$ cat src/rtl/tetris_ctrl.sv
`default_nettype none
// +--------------------------------------------------------------------------+
// | Module   : tetris_ctrl                                                   |
// | Purpose  : Game-flow controller for a falling-block game. Sequences the  |
// |            spawn / move / land / clear cycle, turns button presses into  |
// |            one-shot move requests, runs the gravity timer, commits the   |
// |            datapath's candidate board/location/rotation and keeps score. |
// | Ports    : clka, restart_n (async, active-low)                           |
// |            btn_left/btn_right/btn_rotate - level buttons                 |
// |            new_game - restart request (GAMEOVER only)                    |
// |            touched, error, piece_in, location_in, rotation_in, board_in  |
// |              - status and candidate values from the datapath             |
// |            state, move, board_q, location_q, rotation_q, piece_q, score, |
// |            game_over - registered (or state-decoded) outputs             |
// | Revision : 1.0 - initial release                                         |
// +--------------------------------------------------------------------------+
module tetris_ctrl #(
  parameter logic [23:0] DROP_TICKS = 24'd1_000_000,
  parameter int unsigned SCORE_W    = 8
) (
  input  logic               clka,
  input  logic               restart_n,
  input  logic               btn_left,
  input  logic               btn_right,
  input  logic               btn_rotate,
  input  logic               new_game,
  input  logic               touched,
  input  logic               error,
  input  logic [1:0]         piece_in,
  input  logic [4:0]         location_in,
  input  logic [1:0]         rotation_in,
  input  logic [31:0]        board_in,
  output logic [2:0]         state,
  output logic [1:0]         move,
  output logic [31:0]        board_q,
  output logic [4:0]         location_q,
  output logic [1:0]         rotation_q,
  output logic [1:0]         piece_q,
  output logic [SCORE_W-1:0] score,
  output logic               game_over
);

  typedef enum logic [2:0] {
    ST_GEN      = 3'b000,
    ST_MOVE     = 3'b001,
    ST_LAND     = 3'b010,
    ST_CLEAR    = 3'b011,
    ST_NEWBOARD = 3'b100,
    ST_GAMEOVER = 3'b101
  } state_e;

  localparam logic [1:0]         MV_NONE   = 2'd0;
  localparam logic [1:0]         MV_LEFT   = 2'd1;
  localparam logic [1:0]         MV_RIGHT  = 2'd2;
  localparam logic [1:0]         MV_ROTATE = 2'd3;
  localparam logic [4:0]         LOC_HOME  = 5'd2;
  localparam logic [23:0]        TICK_LAST = DROP_TICKS - 24'd1;
  localparam logic [SCORE_W+3:0] SCORE_MAX = {4'b0000, {SCORE_W{1'b1}}};

  state_e             state_q, state_d;
  logic [1:0]         pend_q, pend_d;      // 0 doubles as "empty"
  logic [2:0]         hist_q, hist_d;      // {rotate, right, left}
  logic [23:0]        cnt_q, cnt_d;
  logic [31:0]        board_d;
  logic [4:0]         location_d;
  logic [1:0]         rotation_d, piece_d;
  logic [SCORE_W-1:0] score_q, score_d;

  logic [2:0]         btn_now, rise;
  logic [1:0]         edge_code;
  logic               tick;
  logic [3:0]         full_rows;
  logic [SCORE_W+3:0] score_sum;

  assign btn_now = {btn_rotate, btn_right, btn_left};
  assign rise    = btn_now & ~hist_q;
  // Rotate wins over left, left over right when edges coincide.
  assign edge_code = rise[2] ? MV_ROTATE :
                     rise[0] ? MV_LEFT   :
                     rise[1] ? MV_RIGHT  : MV_NONE;
  assign tick = (cnt_q == TICK_LAST);

  always_comb begin
    full_rows = 4'd0;
    for (int r = 0; r < 8; r++) begin
      if (board_q[4*r +: 4] == 4'hF) full_rows = full_rows + 4'd1;
    end
  end

  assign score_sum = {4'b0000, score_q} + {{SCORE_W{1'b0}}, full_rows};

  always_comb begin
    state_d    = state_q;
    hist_d     = btn_now;
    // Pending register only accepts a new code while empty.
    pend_d     = (pend_q == MV_NONE) ? edge_code : pend_q;
    cnt_d      = cnt_q;
    board_d    = board_q;
    location_d = location_q;
    rotation_d = rotation_q;
    piece_d    = piece_q;
    score_d    = score_q;

    case (state_q)
      ST_NEWBOARD: begin
        board_d    = 32'd0;
        location_d = LOC_HOME;
        rotation_d = 2'd0;
        piece_d    = 2'd0;
        score_d    = '0;
        cnt_d      = 24'd0;
        pend_d     = MV_NONE;
        state_d    = ST_GEN;
      end
      ST_GEN: begin
        piece_d = piece_in;
        cnt_d   = 24'd0;
        state_d = ST_MOVE;
      end
      ST_MOVE: begin
        cnt_d = tick ? 24'd0 : cnt_q + 24'd1;
        if (pend_q != MV_NONE || tick) begin
          board_d    = board_in;
          location_d = location_in;
          rotation_d = rotation_in;
        end
        // The code being presented this cycle is consumed; any edge seen
        // now arrives while the register is still full and is dropped.
        if (pend_q != MV_NONE) pend_d = MV_NONE;
        if (touched) begin
          pend_d  = MV_NONE;
          state_d = ST_LAND;
        end
      end
      ST_LAND: begin
        score_d = (score_sum > SCORE_MAX) ? {SCORE_W{1'b1}} : score_sum[SCORE_W-1:0];
        state_d = ST_CLEAR;
      end
      ST_CLEAR: begin
        board_d = board_in;
        state_d = error ? ST_GAMEOVER : ST_GEN;
      end
      ST_GAMEOVER: begin
        pend_d = MV_NONE;
        if (new_game) state_d = ST_NEWBOARD;
      end
      default: begin
        pend_d  = MV_NONE;
        state_d = ST_NEWBOARD;
      end
    endcase
  end

  always_ff @(posedge clka or negedge restart_n) begin
    if (!restart_n) begin
      state_q    <= ST_NEWBOARD;
      pend_q     <= MV_NONE;
      hist_q     <= 3'd0;
      cnt_q      <= 24'd0;
      board_q    <= 32'd0;
      location_q <= LOC_HOME;
      rotation_q <= 2'd0;
      piece_q    <= 2'd0;
      score_q    <= '0;
    end else begin
      state_q    <= state_d;
      pend_q     <= pend_d;
      hist_q     <= hist_d;
      cnt_q      <= cnt_d;
      board_q    <= board_d;
      location_q <= location_d;
      rotation_q <= rotation_d;
      piece_q    <= piece_d;
      score_q    <= score_d;
    end
  end

  assign state     = state_q;
  assign move      = (state_q == ST_MOVE) ? pend_q : MV_NONE;
  assign game_over = (state_q == ST_GAMEOVER);
  assign score     = score_q;

endmodule
`default_nettype wire

$ cat config.mk
export PLATFORM = sky130hd
export DESIGN_NAME = tetris_ctrl
export DESIGN_NICKNAME = d
export VERILOG_FILES = /design/src/rtl/tetris_ctrl.sv
export SDC_FILE = /design/constraint.sdc
export NUM_CORES = 1
export LEC_CHECK = 0
export ABC_AREA = 1
export BUFFER_PORTS_ARGS = -buffer_cell sky130_fd_sc_hd__buf_4
export CORE_ASPECT_RATIO = 0.6
export CORE_MARGIN = 8
export CORE_UTILIZATION = 55
export DETAILED_ROUTE_END_ITERATION = 8
export PLACE_DENSITY = 0.81
export SYNTH_ARGS = -nofsm -noshare
export SYNTH_HDL_FRONTEND = slang
export SYNTH_SLANG_ARGS = --single-unit
export TNS_END_PERCENT = 20
$ cat constraint.sdc
create_clock -name clka -period 5.42 [get_ports clka]
set_input_delay 1.084 -clock clka [delete_from_list [all_inputs] [get_ports clka]]
set_output_delay 1.084 -clock clka [all_outputs]
set_load 0.005 [all_outputs]
# Yosys cells after proc, flatten, opt, wreduce, memory -nomap -nowiden
# Index checks and enable logic that the tools add are counted.
# op_classes
addsub	9
multipliers	0
div_mod_pow	0
magnitude_cmp	1
eq_ne	17
shifts	0
n_mux	31
bitwise_logic	2
n_reduce_logical	14
# ops
operator	count
32-bit case mux with 3 select lines	1
24-bit case mux with 2 select lines	1
4-bit equality test (second input constant)	8
32-bit two-way mux	1
4-bit by 1-bit adder with 4-bit output (second input constant)	7
4-bit two-way mux	7
24-bit by 1-bit adder with 24-bit output (second input constant)	1
24-bit by 20-bit equality test with 1-bit output (second input constant)	1
24-bit two-way mux	1
3-bit case mux with 6 select lines	1
2-bit two-way mux	8
8-bit case mux with 2 select lines	1
2-bit case mux with 2 select lines	3
5-bit case mux with 2 select lines	1
2-bit nonzero test	5
8-bit by 4-bit adder with 9-bit output	1
9-bit by 8-bit > comparator with 1-bit output (second input constant)	1
3-bit two-way mux	3
8-bit two-way mux	1
3-bit by 2-bit equality test with 1-bit output (second input constant)	2
3-bit equality test (second input constant)	2
2-bit inequality test (second input constant)	3
2-bit AND reduction	3
5-bit two-way mux	1
other kinds (10)	10
# word_totals
register_bits	81
latch_bits	0
ram_bits	0
romBits	0
in_bits	49
out_inout_bits	55
word_cells	83
mem_count	0

# Longest topological paths before layout
# depth
word_depth	20
mapped_depth	37
ltp_nobuf	37

# Worst setup path after synthesis
# OpenSTA, ideal clock, no wires.
# synth_path
kind	reg2reg
from	register board_q[4]
to	register score_q[5] (netlist: score[5])
setup_time_ns	0.129
arrival_time_ns	4.782
t_required_ns	5.291
slack_ns	0.509
stages_incl_launch_ff	37
path_buffers	0
synth_period_minus_slack_ns	4.911
cell_sequence	dfrtp_1 inv_1 nor4_1 ha_1 inv_1 nor3_1 nor2_2 nand2_1 nand3_1 nand2_2 ha_1 or2_2 nand2_1 nand3_1 nand3_1 nand2_1 inv_1 ha_1 or2_0 nand2_1 inv_1 ha_1 nand2_1 o21ai_0 fa_1 nand2_1 inv_1 nand2_1 nand2_1 nand2_1 nor2_1 inv_1 nor2_1 inv_1 o21ai_0 o21ai_0 o21ai_0
# synth_between
elab_chain_len	18
# synth_lines
item	line	rtl
from (decl)	35	output logic [31:0] board_q,
from (signal assigned)	170	board_q <= board_d;
4-bit equality test (*)	86	if (board_q[4*r +: 4] == 4'hF) full_rows = full_rows + 4'd1;
4-bit two-way mux (*)	86	
4-bit by 1-bit adder with 4-bit output	86	
4-bit two-way mux (*)	86	
4-bit by 1-bit adder with 4-bit output	86	
4-bit two-way mux (*)	86	
4-bit by 1-bit adder with 4-bit output	86	
4-bit two-way mux (*)	86	
(+2 left out)	-	
4-bit by 1-bit adder with 4-bit output	86	
4-bit two-way mux (*)	86	
4-bit by 1-bit adder with 4-bit output	86	
4-bit two-way mux (*)	86	
8-bit by 4-bit adder with 9-bit output (*)	90	assign score_sum = {4'b0000, score_q} + {{SCORE_W{1'b0}}, full_rows};
9-bit by 8-bit > comparator with 1-bit output	136	score_d = (score_sum > SCORE_MAX) ? {SCORE_W{1'b1}} : score_sum[SCORE_W-1:0];
8-bit two-way mux (*)	136	
8-bit case mux with 2 select lines (*)	104	case (state_q)
to (signal assigned)	174	score_q <= score_d;
to (decl)	67	logic [SCORE_W-1:0] score_q, score_d;
# Mark *: on every way between the ends. The rest lies on a longest branch, timed or not.
# A chain may end at the register's enable or synchronous reset.

# Final worst setup path
# Ends and elaborated chain as after synthesis.

==> reports/results.tsv <==
metric	value	unit
status	finished clean	
met3_length	1.13	mm
ir_worst_vdd	0.279	mV
path_class	flip-flop to flip-flop	
gp_congestion	0.903	
design_power_total	2960	uW
yosys_warnings	0	
p_leak	0.00303	uW
hp-class	flip-flop to flip-flop	
skew	0.00567	ns
relSlewSlack	0.318	
worstSetupEndpointType	flip-flop	
clk_latency	0.34	ns
drt_pass1_iterations	4	
via_count	4558	
cts-htree-levels	3	
post-route-period-util	0.936	
wl_met1	6.06	mm
critical-path-max-stage-delay	0.42	ns
rr_worst_depth	37	
startpoint_type	flip-flop	
wl_met2	5.66	mm
die_area	12100	um^2
post-route-drc-count	0	
worstMarginPinSlew	1.02	ns
ys_seq_area_frac	0.421	
hpwl	9.64	mm
boundaryPins	104	
post-route-min-period	5.07	ns
cts_hold_buf	0	
grt_pass1_vias	4278	
critical_path_arrival	5.33	ns
top_layer	met4	
grt_pass1_wl	21.1	mm
holdPathStages	2	
syn_area	4820	um^2
detail_route.vias_per_cell	5.57	
hold_viol	0	
cts_buffer_depth	2	
antenna_found_initial	0	
die_x	137	um
critPathMaxFanout	7	
cp.required	5.68	ns
track_usage	0.218	
tritoncts	built	
syn_to_final_growth	25.4	%
clk_pin_slew	0.06	ns
synth_nets	662	
root_buffer	clkbuf_16	
fin_nets	766	
ys_types	48	
setup_violations	0	
cts_buffers	9	
io_buffers	103	
die_h	88.5	um
stdcell_area	6040	um^2
overflow	0	
ys_seq_elements	81	
antenna_cells	0	
wl	13.0	mm
core_area	8520	um^2
cts_setup_buffers	0	
multi_input_area	2480	um^2
postSynthCellCount	598	
ys_async_sr_fraction	1.00	
slowest_stage	nor4_4	
pwr_density_cell	490	nW/um^2
avgRoutedWirePerCell	15.9	um
drive_gt1_frac	0.267	
r2r_slack	0.35	ns
synth_edf_count	0	
ant_nets	0	
cts.sink_count	81	
placementRows	26	
grt_max_degree	82	
maxSlewViolCount	0	
max_freq	197	MHz
syn_area_per_cell	8.06	um^2
drt_iter0_markers	399	
initial_utilization	0.565	
tns	0	ns
seq_area	2030	um^2
fill_cells	688	
rsz0062_at_grt	no	
placed_cell_area	5690	um^2
whs	0.509	ns
drv_cap	0	
cpMostUsedCell	nand2_1	
synth_ff_type	dfrtp_1	
repair_timing:
item,CTS,global route
resized for setup,1,14
setup endpoints to repair,1,8
pin swaps,0,3
gates cloned,0,0
through the flow:
stage / util / worst slack, ns / instances
5_1_grt: 0.709 / 0.00934 / 819
4_1_cts: 0.703 / 0.0167 / 819
3_5_place_dp: 0.667 / -0.0905 / 803
6_report: 0.709 / 0.349 / 819
2_1_floorplan: - / 0.509 / 598
3_3_place_gp: 0.667 / 0.282 / 803
layout by cell type, fill, tap and decap left out, types with 5 or more instances in the layout:
cell type / netlist / layout
nand2_1: 131 / 129
buf_4: 0 / 105
nand3_1: 84 / 84
dfrtp_1: 79 / 79
inv_1: 75 / 74
nor2_1: 33 / 32
o21ai_0: 31 / 29
a21oi_1: 21 / 21
ha_1: 14 / 13
o22ai_1: 11 / 11
o21ai_2: 10 / 11
nand2_2: 8 / 10
xor2_1: 9 / 9
clkbuf_16: 0 / 9
nand2_4: 7 / 7
nor2_2: 6 / 6
nand4_1: 6 / 6
nor3_1: 6 / 5
inv_2: 4 / 5
cell usage after synthesis, drive strengths merged (2+ instances only):
cell	number	area [um^2]
buf	7	41.3
o32ai	4	35.0
or2	3	18.8
o22ai	11	68.8
o21a	2	15.0
xor2	9	78.8
nand2	146	621
clkbuf	5	18.8
inv	79	297
a21oi	22	114
o31ai	2	28.8
a31oi	3	18.8
ha	14	175
nor4	8	62.6
o21ai	44	280
dfstp	2	52.6
nor2	44	235
dfrtp	79	1980
nand4	7	58.8
nand3b	2	15.0
nor3	8	50.1
clkinv	2	8.75
nand3	89	485
final cells by class:
cell class / count / area share
multi-input cells: 424 / 0.411
flip-flops and latches: 81 / 0.336
repair buffers: 105 / 0.131
inverters: 81 / 0.0505
clock buffers: 10 / 0.0379
well taps: 112 / 0.0232
clock inverters: 6 / 0.0112
path summary, 6_finish.rpt:
path	startpoint	to
hold reg to reg	piece_q[0]	piece_q[0]
setup / recovery	board_q[4]	score[5]
hold / removal	piece_q[0]	piece_q[0]
max in group asynchronous	restart_n	location_q[3]
min in group asynchronous	restart_n	hist_q[1]
setup reg to reg	board_q[4]	score[5]
where the power goes:
part           internal [uW]  leakage [uW]  total (uW)  switching, uW
registers                801       0.00105         962            160
logic                    523       0.00184        1380            860
clock network            359      0.000139         615            256
total                   1680       0.00303        2960           1280
worst max-delay path, delay by kind of cell, from the launching register on:
kind | cells | cell delay, ns
adders and majority gates | 5 | 1.24
DFF | 1 | 0.35
AOI/OAI and AO/OA | 3 | 0.29
xor gates and xnor gates | 1 | 0.09
buffers and inverters | 8 | 0.64
and+or+nand+nor | 20 | 2.40
metal layers:
| metal | vias up | global-route usage |
|---|---|---|
| met3 | 14 | 0.0686 |
| met4 | 0 | 0.0529 |
| li1 | 2191 | - |
| met5 | - | 0 |
| met1 | 2183 | 0.301 |
| met2 | 170 | 0.327 |
kinds of logic (layout without fill, tap and decap cells):
kind of cell | after synthesis | in the layout | share of synthesized area
flip-flops | 81 | 81 | 0.421
XOR/XNOR | 10 | 10 | 0.0182
AND/OR/NAND/NOR | 307 | 307 | 0.321
AO/OA/AOI/OAI | 92 | 92 | 0.123
buffers and inverters | 93 | 202 | 0.0758
adder cells (fa/ha/maj) | 15 | 15 | 0.0405
sequential cells by signal, summed over array words and instances, names as in the netlist:
signal	count
location_q	5
piece_q	2
hist_q	3
pend_q	2
cnt_q	24
state	3
rotation_q	2
score	8
board_q	32
(Power assumes the default switching activity.)
